## config.mk

```make
export PLATFORM = sky130hd
export DESIGN_NAME = spim_regs_fifo
export DESIGN_NICKNAME = d
export VERILOG_FILES = /design/src/rtl/spim_regs_fifo_pkg.sv /design/src/rtl/spim_regs_fifo_sync_fifo.sv /design/src/rtl/spim_regs_fifo.sv
export SDC_FILE = /design/constraint.sdc
export NUM_CORES = 1
export LEC_CHECK = 0
export CORE_ASPECT_RATIO = 0.7
export CORE_MARGIN = 5
export CORE_UTILIZATION = 50
export DETAILED_ROUTE_END_ITERATION = 16
export PLACE_DENSITY = 0.77
export SYNTH_ARGS = -nofsm -noshare
export SYNTH_HDL_FRONTEND = slang
export SYNTH_SLANG_ARGS = --single-unit
```

## constraint.sdc

```tcl
create_clock -name CLK_i -period 2.2 [get_ports CLK_i]
set_clock_uncertainty 0.15 [all_clocks]
set_input_delay 0.22 -clock CLK_i [delete_from_list [all_inputs] [get_ports CLK_i]]
set_output_delay 0.22 -clock CLK_i [all_outputs]
set_load 0.1 [all_outputs]
```

## src/rtl/spim_regs_fifo_pkg.sv

```systemverilog
// Shared constants for the SPI master register bank: register addresses,
// bit positions inside CTRL/STATUS/IE/CMD, and the divisor reset value.
package spim_pkg;

    localparam logic [3:0] ADDR_DIVL   = 4'h0;
    localparam logic [3:0] ADDR_DIVH   = 4'h1;
    localparam logic [3:0] ADDR_CTRL   = 4'h2;
    localparam logic [3:0] ADDR_DATA   = 4'h3;
    localparam logic [3:0] ADDR_STATUS = 4'h4;
    localparam logic [3:0] ADDR_CS     = 4'h5;
    localparam logic [3:0] ADDR_IE     = 4'h6;
    localparam logic [3:0] ADDR_CMD    = 4'h7;
    localparam logic [3:0] ADDR_TXLVL  = 4'h8;
    localparam logic [3:0] ADDR_RXLVL  = 4'h9;

    localparam int CTRL_SPE   = 7;
    localparam int CTRL_CPOL  = 3;
    localparam int CTRL_CPHA  = 2;
    localparam int CTRL_LSBFE = 0;

    localparam int ST_TX_EMPTY = 0;
    localparam int ST_TX_FULL  = 1;
    localparam int ST_RX_EMPTY = 2;
    localparam int ST_RX_FULL  = 3;
    localparam int ST_BUSY     = 4;
    localparam int ST_RX_OVR   = 5;
    localparam int ST_TX_OVR   = 6;

    localparam int IE_TXE  = 0;
    localparam int IE_RXNE = 2;
    localparam int IE_OVR  = 5;

    localparam int CMD_FLUSH_TX = 0;
    localparam int CMD_FLUSH_RX = 1;
    localparam int CMD_CLR_OVR  = 2;

    localparam logic [15:0] DIV_RESET = 16'h0001;

endpackage

```

## src/rtl/spim_regs_fifo_sync_fifo.sv

```systemverilog
// Small synchronous FIFO used for both the TX and RX byte queues.
// A push into a full FIFO is accepted only when a pop happens in the same
// cycle; otherwise the byte is dropped and 'drop' pulses. Flush wins over
// any same-cycle push or pop. The head reads 0 while the FIFO is empty.
module spim_sync_fifo #(
    parameter int W     = 8,
    parameter int DEPTH = 4
) (
    input  logic                       CLK_i,
    input  logic                       RST_i,
    input  logic                       push,
    input  logic                       pop,
    input  logic                       flush,
    input  logic [W-1:0]               wdata,
    output logic [W-1:0]               head,
    output logic                       full,
    output logic                       empty,
    output logic [$clog2(DEPTH):0]     level,
    output logic                       drop
);

    localparam int AW = $clog2(DEPTH);
    localparam int LW = AW + 1;

    logic [W-1:0]  mem [DEPTH];
    logic [AW-1:0] wr_ptr;
    logic [AW-1:0] rd_ptr;
    logic [LW-1:0] count;
    logic          pop_ok;
    logic          push_ok;

    assign empty   = (count == '0);
    assign full    = (count == LW'(DEPTH));
    assign pop_ok  = pop & ~empty;
    assign push_ok = push & (~full | pop_ok);
    assign drop    = push & full & ~pop_ok & ~flush;
    assign level   = count;
    assign head    = empty ? '0 : mem[rd_ptr];

    // Pointer and occupancy bookkeeping; pointers wrap naturally since DEPTH is a power of two.
    always_ff @(posedge CLK_i or posedge RST_i) begin
        if (RST_i) begin
            wr_ptr <= '0;
            rd_ptr <= '0;
            count  <= '0;
        end else if (flush) begin
            wr_ptr <= '0;
            rd_ptr <= '0;
            count  <= '0;
        end else begin
            if (push_ok) begin
                wr_ptr <= wr_ptr + AW'(1);
            end
            if (pop_ok) begin
                rd_ptr <= rd_ptr + AW'(1);
            end
            if (push_ok && !pop_ok) begin
                count <= count + LW'(1);
            end else if (pop_ok && !push_ok) begin
                count <= count - LW'(1);
            end
        end
    end

    // Storage array; contents need no reset because the head is masked while empty.
    always_ff @(posedge CLK_i) begin
        if (push_ok && !flush) begin
            mem[wr_ptr] <= wdata;
        end
    end

endmodule

```

## src/rtl/spim_regs_fifo.sv

```systemverilog
// Host-side register bank for the SPI master: divisor, control, chip
// selects, interrupt enables, TX/RX byte FIFOs with sticky overrun flags,
// and a registered interrupt. The engine consumes TX bytes through a
// valid/ack handshake and delivers RX bytes with a one-cycle strobe.
module spim_regs_fifo
    import spim_pkg::*;
#(
    parameter int FIFO_DEPTH = 4,
    parameter int NUM_CS     = 8
) (
    input  logic              CLK_i,
    input  logic              RST_i,
    input  logic              RST_SYNC_i,
    input  logic              WR_i,
    input  logic              RD_i,
    input  logic [3:0]        AD_i,
    input  logic [7:0]        Data_i,
    output logic [7:0]        Data_o,
    output logic [15:0]       Divisor_o,
    output logic              SPE_o,
    output logic              CPOL_o,
    output logic              CPHA_o,
    output logic              LSBFE_o,
    output logic [NUM_CS-1:0] CS_o,
    output logic [7:0]        TX_Data_o,
    output logic              TX_Valid_o,
    input  logic              TX_Ack_i,
    input  logic [7:0]        RX_Data_i,
    input  logic              RX_Valid_i,
    input  logic              Busy_i,
    output logic              INTR_o
);

    localparam int LW = $clog2(FIFO_DEPTH) + 1;

    logic [15:0]       div_q;
    logic              spe_q;
    logic              cpol_q;
    logic              cpha_q;
    logic              lsbfe_q;
    logic [NUM_CS-1:0] cs_q;
    logic              ie_txe_q;
    logic              ie_rxne_q;
    logic              ie_ovr_q;
    logic              tx_ovr_q;
    logic              rx_ovr_q;
    logic              intr_q;

    logic              wr_data;
    logic              rd_data;
    logic              wr_cmd;
    logic              flush_tx;
    logic              flush_rx;
    logic              clr_ovr;

    logic [7:0]        tx_head;
    logic              tx_full;
    logic              tx_empty;
    logic [LW-1:0]     tx_level;
    logic              tx_drop;
    logic [7:0]        rx_head;
    logic              rx_full;
    logic              rx_empty;
    logic [LW-1:0]     rx_level;
    logic              rx_drop;

    logic [7:0]        status;
    logic [7:0]        cs_ext;
    logic [7:0]        ie_ext;

    assign wr_data  = WR_i & (AD_i == ADDR_DATA);
    assign rd_data  = RD_i & (AD_i == ADDR_DATA);
    assign wr_cmd   = WR_i & (AD_i == ADDR_CMD);
    assign flush_tx = RST_SYNC_i | (wr_cmd & Data_i[CMD_FLUSH_TX]);
    assign flush_rx = RST_SYNC_i | (wr_cmd & Data_i[CMD_FLUSH_RX]);
    assign clr_ovr  = wr_cmd & Data_i[CMD_CLR_OVR];

    spim_sync_fifo #(
        .W     (8),
        .DEPTH (FIFO_DEPTH)
    ) u_tx_fifo (
        .CLK_i (CLK_i),
        .RST_i (RST_i),
        .push  (wr_data),
        .pop   (TX_Ack_i),
        .flush (flush_tx),
        .wdata (Data_i),
        .head  (tx_head),
        .full  (tx_full),
        .empty (tx_empty),
        .level (tx_level),
        .drop  (tx_drop)
    );

    spim_sync_fifo #(
        .W     (8),
        .DEPTH (FIFO_DEPTH)
    ) u_rx_fifo (
        .CLK_i (CLK_i),
        .RST_i (RST_i),
        .push  (RX_Valid_i),
        .pop   (rd_data),
        .flush (flush_rx),
        .wdata (RX_Data_i),
        .head  (rx_head),
        .full  (rx_full),
        .empty (rx_empty),
        .level (rx_level),
        .drop  (rx_drop)
    );

    // Host-writable configuration registers; the synchronous reset restores the same values as RST_i.
    always_ff @(posedge CLK_i or posedge RST_i) begin
        if (RST_i) begin
            div_q     <= DIV_RESET;
            spe_q     <= 1'b0;
            cpol_q    <= 1'b0;
            cpha_q    <= 1'b0;
            lsbfe_q   <= 1'b0;
            cs_q      <= '0;
            ie_txe_q  <= 1'b0;
            ie_rxne_q <= 1'b0;
            ie_ovr_q  <= 1'b0;
        end else if (RST_SYNC_i) begin
            div_q     <= DIV_RESET;
            spe_q     <= 1'b0;
            cpol_q    <= 1'b0;
            cpha_q    <= 1'b0;
            lsbfe_q   <= 1'b0;
            cs_q      <= '0;
            ie_txe_q  <= 1'b0;
            ie_rxne_q <= 1'b0;
            ie_ovr_q  <= 1'b0;
        end else if (WR_i) begin
            case (AD_i)
                ADDR_DIVL: div_q[7:0]  <= Data_i;
                ADDR_DIVH: div_q[15:8] <= Data_i;
                ADDR_CTRL: begin
                    spe_q   <= Data_i[CTRL_SPE];
                    cpol_q  <= Data_i[CTRL_CPOL];
                    cpha_q  <= Data_i[CTRL_CPHA];
                    lsbfe_q <= Data_i[CTRL_LSBFE];
                end
                ADDR_CS: cs_q <= Data_i[NUM_CS-1:0];
                ADDR_IE: begin
                    ie_txe_q  <= Data_i[IE_TXE];
                    ie_rxne_q <= Data_i[IE_RXNE];
                    ie_ovr_q  <= Data_i[IE_OVR];
                end
                default: ;
            endcase
        end
    end

    // Sticky overrun flags; a CMD clear in the same cycle outranks a new drop.
    always_ff @(posedge CLK_i or posedge RST_i) begin
        if (RST_i) begin
            tx_ovr_q <= 1'b0;
            rx_ovr_q <= 1'b0;
        end else if (RST_SYNC_i || clr_ovr) begin
            tx_ovr_q <= 1'b0;
            rx_ovr_q <= 1'b0;
        end else begin
            if (tx_drop) begin
                tx_ovr_q <= 1'b1;
            end
            if (rx_drop) begin
                rx_ovr_q <= 1'b1;
            end
        end
    end

    // Interrupt is registered from the current FIFO and flag state, gated by SPE.
    always_ff @(posedge CLK_i or posedge RST_i) begin
        if (RST_i) begin
            intr_q <= 1'b0;
        end else if (RST_SYNC_i) begin
            intr_q <= 1'b0;
        end else begin
            intr_q <= spe_q & ((ie_txe_q & tx_empty) |
                               (ie_rxne_q & ~rx_empty) |
                               (ie_ovr_q & (rx_ovr_q | tx_ovr_q)));
        end
    end

    // Read-side views of STATUS, CS and IE zero-extended to the byte bus.
    always_comb begin
        status              = '0;
        status[ST_TX_EMPTY] = tx_empty;
        status[ST_TX_FULL]  = tx_full;
        status[ST_RX_EMPTY] = rx_empty;
        status[ST_RX_FULL]  = rx_full;
        status[ST_BUSY]     = Busy_i;
        status[ST_RX_OVR]   = rx_ovr_q;
        status[ST_TX_OVR]   = tx_ovr_q;
        cs_ext              = '0;
        cs_ext[NUM_CS-1:0]  = cs_q;
        ie_ext              = '0;
        ie_ext[IE_TXE]      = ie_txe_q;
        ie_ext[IE_RXNE]     = ie_rxne_q;
        ie_ext[IE_OVR]      = ie_ovr_q;
    end

    // Combinational read mux; unmapped and write-only addresses read as zero.
    always_comb begin
        Data_o = 8'h00;
        case (AD_i)
            ADDR_DIVL:   Data_o = div_q[7:0];
            ADDR_DIVH:   Data_o = div_q[15:8];
            ADDR_CTRL:   Data_o = {spe_q, 3'b000, cpol_q, cpha_q, 1'b0, lsbfe_q};
            ADDR_DATA:   Data_o = rx_head;
            ADDR_STATUS: Data_o = status;
            ADDR_CS:     Data_o = cs_ext;
            ADDR_IE:     Data_o = ie_ext;
            ADDR_TXLVL:  Data_o = 8'(tx_level);
            ADDR_RXLVL:  Data_o = 8'(rx_level);
            default:     Data_o = 8'h00;
        endcase
    end

    assign Divisor_o  = div_q;
    assign SPE_o      = spe_q;
    assign CPOL_o     = cpol_q;
    assign CPHA_o     = cpha_q;
    assign LSBFE_o    = lsbfe_q;
    assign CS_o       = cs_q;
    assign TX_Data_o  = tx_head;
    assign TX_Valid_o = spe_q & ~tx_empty;
    assign INTR_o     = intr_q;

endmodule

```

# Yosys cells after proc, flatten, opt, wreduce, memory -nomap -nowiden
# Memory sizes are Yosys's and may differ from the RTL's.
# Index checks and enable logic that the tools add are counted.
[op_classes]
n_mux = 54
add_sub_neg = 8
bitwise_logic = 36
reduce_logical = 35
n_eq_ne = 11
[ops]
columns = ["op", "count"]
rows = [
  ["$pmux W8 S9", 1],
  ["$mux W8", 7],
  ["$mux W16", 2],
  ["$mux W1", 30],
  ["$reduce_bool A2 Y1", 12],
  ["$and A1 B1 Y1", 21],
  ["$mux W3", 6],
  ["$eq A4 B3 Y1 const B", 4],
  ["$mux W2", 8],
  ["$reduce_and A2 Y1", 5],
  ["$add A2 B1 Y2 const B", 4],
  ["$eq A4 B2 Y1 const B", 2],
  ["$eq A4 B4 Y1 const B", 2],
  ["$not A1 Y1", 8],
  ["$or A1 B1 Y1", 7],
  ["$add A3 B1 Y3 const B", 2],
  ["$eq A3 B3 Y1 const B", 2],
  ["$logic_and A1 B1 Y1", 6],
  ["$logic_not A1 Y1", 6],
  ["$logic_not A3 Y1", 2],
  ["$reduce_bool A3 Y1", 2],
  ["$sub A3 B1 Y3 const B", 2],
  ["$eq A4 B1 Y1 const B", 1],
  ["$logic_not A4 Y1", 1],
  ["$logic_or A1 B1 Y1", 1],
]
[word_totals]
ramBits = 64
output_inout_bits = 46
in_bits = 28
memories = 2
ff_bits = 48
word_cells = 165
[mem_list]
columns = ["name", "depth", "width", "rd", "rd_ports_with_merged_regs", "wr", "line_no", "text"]
rows = [
  ["u_rx_fifo.mem", 4, 8, 1, 0, 1, "spim_regs_fifo_sync_fifo.sv:25", "logic [W-1:0] mem [DEPTH];"],
  ["u_tx_fifo.mem", 4, 8, 1, 0, 1, "spim_regs_fifo_sync_fifo.sv:25", ""],
]

# Depth between registers and ports, before layout
# Gate-level depths: netlist (run 1).
[logic_depth]
depth_word = 10
depth_mapped = 9
depth_no_buf = 7

# Cells and area by module
# From an unflattened synthesis (run 1), not the netlist that was laid out.
[hier_totals]
cells_unflattened = 439
hier_area_um2 = 5580.4
[modules_own_cells]
columns = ["mod", "seq_area_each_um2", "n_inst", "cells_per_inst", "area_each_um2"]
rows = [
  ["spim_sync_fifo", 1136.1, 2, 116, 1789.2],
  ["spim_regs_fifo", 852.1, 1, 207, 2001.9],
]

# Least setup slack after synthesis (run 1)
# Ideal clock, no wire load.
[synth_timing]
path_kind = "register to output"
startpoint = "register div_q[8] (netlist: Divisor_o[8])"
endpoint = "output port Data_o[0]"
arrival_time_ns = 3.592
required_ns = 1.830
slack_ns = -1.762
n_path_buf = 0
stages_incl_launch_ff = 5
path_cell_list = "dfrtp_1 > mux4_2 > and2_1 > a31oi_1 > o21ai_0"
[synth_between]
elab_chain_len = 1
[synth_rtl]
columns = ["element", "line_no", "text"]
rows = [
  ["start, declared", "spim_regs_fifo.sv:36", "logic [15:0] div_q;"],
  ["start signal, assigned", "spim_regs_fifo.sv:137", "ADDR_DIVH: div_q[15:8] <= Data_i;"],
  ["$pmux W8 S9", "spim_regs_fifo.sv:207", "case (AD_i)"],
  ["end, declared", "spim_regs_fifo.sv:18", "output logic [7:0] Data_o,"],
]
# Every way passes these cells.

# Final worst setup path (run 1)
[layout_timing]
startpoint = "register u_rx_fifo.count[0] (netlist: u_rx_fifo.level[0])"
endpoint = "output port Data_o[3]"
[layout_between]
elab_chain_len = 3
elab_cells_between_ends = 4
cone_classes = "eq/ne (1); mux (2); reduce/logical (1)"
[layout_rtl]
columns = ["element", "line_no", "text"]
rows = [
  ["start, declared", "spim_regs_fifo_sync_fifo.sv:28", "logic [LW-1:0] count;"],
  ["start signal, assigned", "spim_regs_fifo_sync_fifo.sv:58", "count <= count + LW'(1);"],
  ["start signal, assigned", "spim_regs_fifo_sync_fifo.sv:60", "count <= count - LW'(1);"],
  ["$logic_not A3 Y1", "spim_regs_fifo_sync_fifo.sv:32", "assign empty = (count == '0);"],
  ["$mux W8", "spim_regs_fifo_sync_fifo.sv:38", "assign head = empty ? '0 : mem[rd_ptr];"],
  ["$pmux W8 S9 (*)", "spim_regs_fifo.sv:207", ""],
]
# Every way passes the cells marked *; elsewhere a longest branch is shown, timed or not.

==> reports/results.txt, run 1 <==
The flow ran to the end, but the final reports show violations. The checks that failed: negative setup slack. From synthesis to final layout, the design area changed by 42.8%. The tools report the number of buffers on the longest clock path as 2.

The worst path setup slack after routing is -217 ps, and the adder and majority cell fraction of the synthesized area is 0.0259. When the netlist entered floorplanning its net count stood at 460. The total grt overflow was 0; the chip height was 97.0 µm. Reg-to-reg startpoint: u_tx_fifo.level[0]. The tree is rooted in a sky130_fd_sc_hd__clkbuf_16. Using the TritonRoute via totals, the vias-per-cell ratio works out to 6.16. The HPWL after detailed placement is 11.2 mm. The post-synthesis average cell area was 12.8 µm²; the count of maximum capacitance violations was 0.

Endpoint type of the worst setup path: an output pin. The multiplexer share of the synthesized area was 0.132. The DRC marker count from the first detailed-route iteration is 485, and the number of synthesized flops with an enable pin is 64. Power after layout: 5.66 mW. Among all flip-flop cells after synthesis, the most frequent one is sky130_fd_sc_hd__edfxtp_1. The number of placed instances, taps included was 674. The share of synthesized registers carrying an async set or reset is 0.429, and the total wire length is 16.2 mm. Synthesis produced 422 cells. The run gives 31 as the row count.

The run gives 0.578 as the portion of the post-synthesis area used by sequential elements. Static timing analysis puts the maximum clock frequency at 414 MHz. At the end of routability-driven placement, the weighted congestion stood at 0.932. The tools report the final standard cell area without fillers as 0.00771 mm². For the die area, the log shows 0.0130 mm². The worst setup path is launched from a register.

Setup repair after global routing could not meet its margin everywhere. VDD sags by at most 0.000415 V. During placement, the flow inserted port buffers numbering 73.

TritonCTS built the clock tree. The clock drives 112 sinks. Summing all placed instances gives a cell area of 0.00700 mm².

The share of the cycle needed by the critical path after routing works out to 1.10. The global-route wire length before repair is 24.7 mm, and the largest net degree at the start of global routing is 24. At the later pin of the worst-skew pair, clock insertion delay measures 360 ps. The run gives 0 as the number of antenna violations at the first check in global routing.

By area the synthesized netlist is led by sky130_fd_sc_hd__edfxtp_1, sky130_fd_sc_hd__dfrtp_1, sky130_fd_sc_hd__mux4_2, sky130_fd_sc_hd__mux2i_1, sky130_fd_sc_hd__nor2_1. The area fraction of the dominant cell type after synthesis works out to 0.356. The largest total area in the synthesized netlist belongs to sky130_fd_sc_hd__edfxtp_1.

The clock slew seen by the registers of the worst setup and hold paths was 80 ps; the static leakage power was 3.10 nW. The logs give 0.244 for the aggregate global-route resource usage and 4401 for the number of global-route vias before repair. The post-synthesis compound-gate area fraction works out to 0.0878. At the pin with the least slew margin, the transition time is 515 ps.

The die is 134 µm wide. The starting density of the core was 0.518; the detailed-routing iteration count for the pre-antenna-repair pass was 5. The tools report the count of hold buffers inserted by post-cts repair as 0. Across all layers, the routed design uses 4347 vias. The number of placed I/O pins is 74.

In the routed design, unresolved DRC markers number 0. The fraction of synthesized cell area in xor and xnor cells came out at 0.00973. For the data arrival at the endpoint of the critical path, the log shows 2050 ps.

The repair_antennas step left the layout with diodes totalling 0. The minimum clock period works out to 2420 ps. The run gives 0 as the number of max-slew violations in the final report. The synthesized design contains 112 register bits. The run gives 11.3 ps as the worst hold margin. The count of nets left with antenna violations once routing finished came out at 0. Deepest level of the CTS H-tree: 3. The leading cell type by number of instances after synthesis is sky130_fd_sc_hd__edfxtp_1.

Tracing the worst setup path back leads to its startpoint at u_rx_fifo.level[0]. Ranked by instance count, the synthesized netlist is headed by sky130_fd_sc_hd__edfxtp_1, sky130_fd_sc_hd__dfrtp_1, sky130_fd_sc_hd__nor2_1, sky130_fd_sc_hd__mux2i_1. The wire length per cell came out at 23.0 µm.

The total area inside the core boundary comes to 0.0104 mm². The number of warnings printed during yosys synthesis is 0, and the CTS buffer count is 9. For the hold violation total from the final report, the log shows 0. The share of layout cells above drive strength 1 was 0.420; the area fraction in and, or, nand and nor cells after synthesis was 0.130. The worst hold path belongs to the class primary input to async pin.

By startpoint and endpoint, the worst setup path is classified as register to output pin. For this run, the post-layout net count is 607. Setup violations remaining at the end of the flow were counted as 9.

Once layout is complete, the cells apart from fillers number 706. For the count of cell types in the netlist, the log shows 62. The tools report the worst slew slack as a fraction of its limit as 0.657. The largest fanout of any net on the critical path is 8. The cell area power density is 734 mW/mm². The combinational family with the most area after synthesis is multiplexers. Post-synthesis cell area: 0.00540 mm². The required time at the endpoint of the critical path was 1830 ps.
## registers in the layout, summed over array words and instances (netlist names)
name,flops
CPOL_o,1
u_tx_fifo.wr_ptr,2
INTR_o,1
u_tx_fifo.rd_ptr,2
u_tx_fifo.mem,32
LSBFE_o,1
ie_rxne_q,1
u_rx_fifo.mem,32
ie_txe_q,1
tx_ovr_q,1
rx_ovr_q,1
CPHA_o,1
u_rx_fifo.wr_ptr,2
Divisor_o,16
u_rx_fifo.level,3
ie_ovr_q,1
SPE_o,1
u_tx_fifo.level,3
CS_o,8
u_rx_fifo.rd_ptr,2
## metrics by stage
stage	setup WS, ps	setup TNS, ps	util
final	-217	-1320	0.739
after global routing	-240	-1780	0.739
after CTS	-207	-1360	0.716
after detailed placement	-299	-20850	0.670
after global placement	-283	-18130	0.670
after floorplan	-564	-1390	-
## logic make-up after synthesis
logic type / Yosys count
and+or+nand+nor: 131
buffers and inverters: 45
adders and majority gates: 10
muxes: 46
DFF: 112
AOI/OAI and AO/OA: 72
xor gates and xnor gates: 6
## where the power goes
group,total [mW],leakage [nW],switching [mW],internal [mW]
clock network,1.64,0.148,0.811,0.830
logic,1.69,1.73,0.938,0.756
registers,2.33,1.22,0.0502,2.28
total,5.66,3.10,1.80,3.86
## per-layer routing
metal | vias to the layer above | track usage | wire length [µm]
li1 | 1874 | - | -
met1 | 2179 | 0.350 | 6850
met2 | 255 | 0.371 | 7480
met3 | 39 | 0.0596 | 1510
met4 | 0 | 0.0728 | 376
met5 | - | 0 | 0
## layout by cell type (no fill, tap or decap), drive strengths merged, types with 8 or more instances in the layout
master / netlist / layout
and2: 16 / 16
clkdlybuf4s50: 0 / 24
o21ai: 15 / 15
nand3: 20 / 20
nor2: 31 / 31
mux4: 20 / 20
clkbuf: 19 / 12
a21oi: 19 / 19
nand2: 20 / 20
edfxtp: 64 / 64
mux2i: 25 / 25
ha: 8 / 8
nor3: 8 / 8
buf: 11 / 137
inv: 15 / 18
dfrtp: 47 / 47
## cell type report
type	instances	area (µm²)
Clock buffer	10	239
Clock inverter	6	62.6
Fill cell	632	2720
Inverter	15	56.3
Multi-Input combinational cell	265	2330
Sequential cell	112	3150
Tap cell	132	165
Timing Repair Buffer	166	1710
## worst max-delay path, stage by stage, from the launching register on
cell                      delay, ps
sky130_fd_sc_hd__dfrtp_2        460
sky130_fd_sc_hd__or3_4          440
sky130_fd_sc_hd__and2_4         200
sky130_fd_sc_hd__a221o_2        400
sky130_fd_sc_hd__buf_12         180
## final timing paths
kind                                       endpoint  slack [ps]  cells past startpoint
worst max register to register   u_tx_fifo.level[2]        -170                      7
worst min register to register             ie_txe_q         400                      2
worst max-delay path                      Data_o[3]        -220                      4
min in group CLK_i              u_rx_fifo.mem[1][5]         370                      1
worst min-delay path                  Divisor_o[14]          10                      2
max in group asynchronous              Divisor_o[0]        1240                      3
## timing repair
action | in CTS | in global routing
resized for setup | 30 | 41
cloned | 0 | 1
buffers inserted | 13 | 5
setup endpoints to repair | 20 | 53
pin swaps | 16 | 19
Power figures use the tool's default switching activity.
==> run 2, diff against run 1 <==
--- a/config.mk
+++ b/config.mk
@@ -7,9 +7,10 @@
 export LEC_CHECK = 0
 export CORE_ASPECT_RATIO = 0.7
 export CORE_MARGIN = 5
-export CORE_UTILIZATION = 50
+export CORE_UTILIZATION = 45
+export CTS_CLUSTER_SIZE = 28
 export DETAILED_ROUTE_END_ITERATION = 16
-export PLACE_DENSITY = 0.77
+export PLACE_DENSITY = 0.68
 export SYNTH_ARGS = -nofsm -noshare
 export SYNTH_HDL_FRONTEND = slang
 export SYNTH_SLANG_ARGS = --single-unit
==> constraint.sdc (replaced) <==
create_clock -name CLK_i -period 2.66 [get_ports CLK_i]
set_clock_uncertainty 0.15 [all_clocks]
set_input_delay 0.266 -clock CLK_i [delete_from_list [all_inputs] [get_ports CLK_i]]
set_output_delay 0.266 -clock CLK_i [all_outputs]
set_load 0.1 [all_outputs]
==> run 2 against run 1 <==
Effect of this change:
- sequential power is 17% lower
- clock power fell by 15%
- largest cell class unchanged
- combinational power decreased by 36%
- die area is 10% higher
- design area decreased by 8.0%
- the run now ends clean
- flip-flop and latch count unchanged
- sequential share of layout area increased by 3.4 points
- core utilization shrank 13 points
- total power decreased by 22%
- first-iteration DRC count fell by 7.6%
- via count decreased by 8.2%
- global-route usage down 3.8 points
==> reports/results.txt, run 2 (synthesis results as in run 1) <==
The tools report the largest net degree at the start of global routing as 23 (was 24). The post-detailed-route DRC marker count was 0 (unchanged); the placer's final routability congestion estimate was 0.865 (was 0.932). The final setup violation count was 0 (was 9); the hold violation total from the final report was 0 (unchanged). The master cell of the clock root buffer is sky130_fd_sc_hd__clkbuf_16 (unchanged). Derived from the worst setup path, the maximum achievable clock frequency is 385 MHz.

The internal power consumption was 3.06 mW (was 3.86 mW); the row count was 33 (was 31). Final-stage net count: 559 (was 607). The endpoint type of the worst setup path is an output pin (unchanged). The die area was 0.0143 mm² (was 0.0130 mm²).

The wire length per cell works out to 20.8 µm (was 23.0 µm). The maximum VDD drop was 0.000406 V (was 0.000415 V); the deepest level of the CTS H-tree was 3 (unchanged). The most common cell after layout, fill and taps aside was sky130_fd_sc_hd__buf_4 (unchanged). The tools report the area of the core as 0.0117 mm² (was 0.0104 mm²).

Per-cell via count in the routed design: 5.84 (was 6.16). The number of nets with antenna violations after routing is 0 (unchanged). The static leakage power is 2.76 nW (was 3.10 nW). The horizontal die dimension came out at 141 µm (was 134 µm). The worst slew slack as a fraction of its limit came out at 0.625 (was 0.657). The global-route wire length before repair was 22.6 mm (was 24.7 mm); the chip height was 102 µm (was 97.0 µm). For the CTS buffer count, the log shows 9 (unchanged). The aggregate global-route resource usage was 0.207 (was 0.244). Area added between synthesis and finish: 31.3% (was 42.8%).

The share of layout cells above drive strength 1 was 0.281 (was 0.420). The path class of the lowest-slack min-delay path was primary input to async pin (unchanged). The tools report the total wire length as 14.2 mm (was 16.2 mm). Insertion delay to the later sink of the worst-skew pair: 340 ps (was 360 ps). The combinational cell fraction of total power came out at 0.246 (was 0.299).

For the diode insertion count for antenna repair, the log shows 0 (unchanged). Number of antenna violations at the first check in global routing: 0 (unchanged). The worst path in the final design needs a cycle of 2600 ps, including I/O delays and setup. Setup repair after global routing left no endpoint under its margin.

The number of non-filler instances in the completed layout was 683 (was 706). The number of input and output port buffers inserted works out to 73 (unchanged). The worst setup path category was primary input to output pin (was register to output pin).

The run gives 0.605 (was 0.739) as the final core utilization. The share of the cycle needed by the critical path after routing is 0.976. The logs give 0 (unchanged) for the number of max-slew violations in the final report and 0 (unchanged) for the count of maximum capacitance violations. The number of cells traversed by the worst register-to-register path was 6 (was 7). TritonCTS built the clock tree. The detailed-routing iteration count for the pre-antenna-repair pass is 5 (unchanged). The logs give 0.461 (was 0.518) for the starting density of the core and 2180 ps (was 2050 ps) for the data arrival at the endpoint of the critical path.

Commonest cells after routing, fill and taps aside: sky130_fd_sc_hd__buf_4, sky130_fd_sc_hd__edfxtp_1, sky130_fd_sc_hd__dfrtp_1, sky130_fd_sc_hd__nor2_1, sky130_fd_sc_hd__clkdlybuf4s50_1 (was sky130_fd_sc_hd__buf_4, sky130_fd_sc_hd__edfxtp_1, sky130_fd_sc_hd__dfrtp_1, sky130_fd_sc_hd__nor2_1, sky130_fd_sc_hd__mux2i_1). The transition time at the pin with the least slew margin is 555 ps (was 515 ps), and the via total after detailed routing is 3992 (was 4347). The final standard cell area without fillers was 0.00709 mm² (was 0.00771 mm²). The tools report the total half-perimeter wirelength after legalization and detailed placement as 10.5 mm (was 11.2 mm). The tools report the number of placed instances, taps included as 667 (was 674).

The required time at the endpoint of the critical path is 2240 ps (was 1830 ps), and the layout filler cell count is 943 (was 632). The proportion of power drawn by flip-flops and latches was 0.437 (was 0.411). The tools report the element type at the critical path start as a primary input (was a register). The clock slew seen by the registers of the worst setup and hold paths is 80 ps (about the same).

The buffers inserted during post-CTS setup optimization is 0 (was 13), and the cell area power density is 625 mW/mm² (was 734 mW/mm²). Number of placed I/O pins: 74 (unchanged). The worst hold margin is 86.6 ps (was 11.3 ps). The largest fanout of any net on the critical path came out at 14 (was 8). For the number of global-route vias before repair, the log shows 3994 (was 4401). The number of buffers on the longest clock path came out at 2 (unchanged). The power spent charging and discharging nets was 1.37 mW (was 1.80 mW); the switching portion of total power was 0.308 (was 0.318). The portion of total power attributed to the clock network was 0.317 (was 0.290); the total grt overflow was 0 (unchanged). The final total negative setup slack came out at 0 ps (was -1320 ps).

The run finished with clean final reports. The total cell area at the placement stage is 0.00677 mm² (was 0.00700 mm²). The clock sink count is 112 (unchanged), and the DRC marker count from the first detailed-route iteration is 448 (was 485).
-- run 2: changes by cell type in the layout (fill, tap and decap cells not counted), sizes merged --
| cell | change |
|---|---|
| clkdlybuf4s50 | +3 |
| dlymetal6s2s | -2 |
| bufinv | +1 |
| clkinv | -1 |
| dlygate4sd2 | -1 |
| clkbuf | -2 |
| buf | -46 |
-- run 2: repair_timing --
| item | CTS | global route |
|---|---|---|
| hold buffers | 0 | 0 |
| setup endpoints to repair | 0 | 4 |
| resized for setup | 0 | 3 |
-- run 2: final timing paths --
check	from	endpoint	slack [ps]
max	AD_i[0]	Data_o[0]	60
min in group CLK_i	ie_txe_q	ie_txe_q	380
min reg2reg	ie_txe_q	ie_txe_q	380
max reg2reg	u_tx_fifo.level[1]	u_tx_fifo.level[2]	110
min	RST_i	Divisor_o[2]	90
max in group asynchronous	RST_i	CPHA_o	1630
-- run 2: layer usage --
layer | global-route usage | vias to the layer above | wire, µm | part of all wire
li1 | - | 1775 | - | -
met1 | 0.308 | 2021 | 6400 | 0.45
met2 | 0.310 | 184 | 6390 | 0.45
met3 | 0.0486 | 12 | 1250 | 0.088
met4 | 0.0477 | 0 | 165 | 0.012
met5 | 0 | - | 0 | 0
-- run 2: layout make-up --
class / instances / area (µm²) / share of cell area
Clock buffer: 10 / 229 / 0.0323
Clock inverter: 6 / 82.6 / 0.0116
Inverter: 15 / 56.3 / 0.00794
Multi-Input combinational cell: 265 / 2110 / 0.297
Sequential cell: 112 / 3140 / 0.443
Tap cell: 157 / 196 / 0.0277
Timing Repair Buffer: 118 / 1280 / 0.180
-- run 2: worst max-delay path, cell delays in order --
cell                              delay [ps]
sky130_fd_sc_hd__clkdlybuf4s50_1         530
sky130_fd_sc_hd__buf_12                  160
sky130_fd_sc_hd__buf_4                   220
sky130_fd_sc_hd__mux4_2                  350
sky130_fd_sc_hd__and2_1                  170
sky130_fd_sc_hd__a31oi_1                 190
sky130_fd_sc_hd__o21ai_2                 100
sky130_fd_sc_hd__buf_12                  180
-- run 2: stage by stage --
step | power, mW | worst slack, ps
2_1_floorplan | 2.62 | -422
3_3_place_gp | 3.04 | 60.2
3_5_place_dp | 3.06 | 18.6
4_1_cts | 4.45 | 108
5_1_grt | 4.61 | 1.62
6_report | 4.43 | 64.3
-- run 2: power groups by stage --
stage | Clock (mW) | Sequential [mW] | Combinational, mW
2_1_floorplan | 0 | 1.98 | 0.642
3_3_place_gp | 0 | 1.97 | 1.07
3_5_place_dp | 0 | 1.97 | 1.08
4_1_cts | 1.43 | 1.94 | 1.09
5_1_grt | 1.52 | 1.94 | 1.15
6_report | 1.40 | 1.94 | 1.09
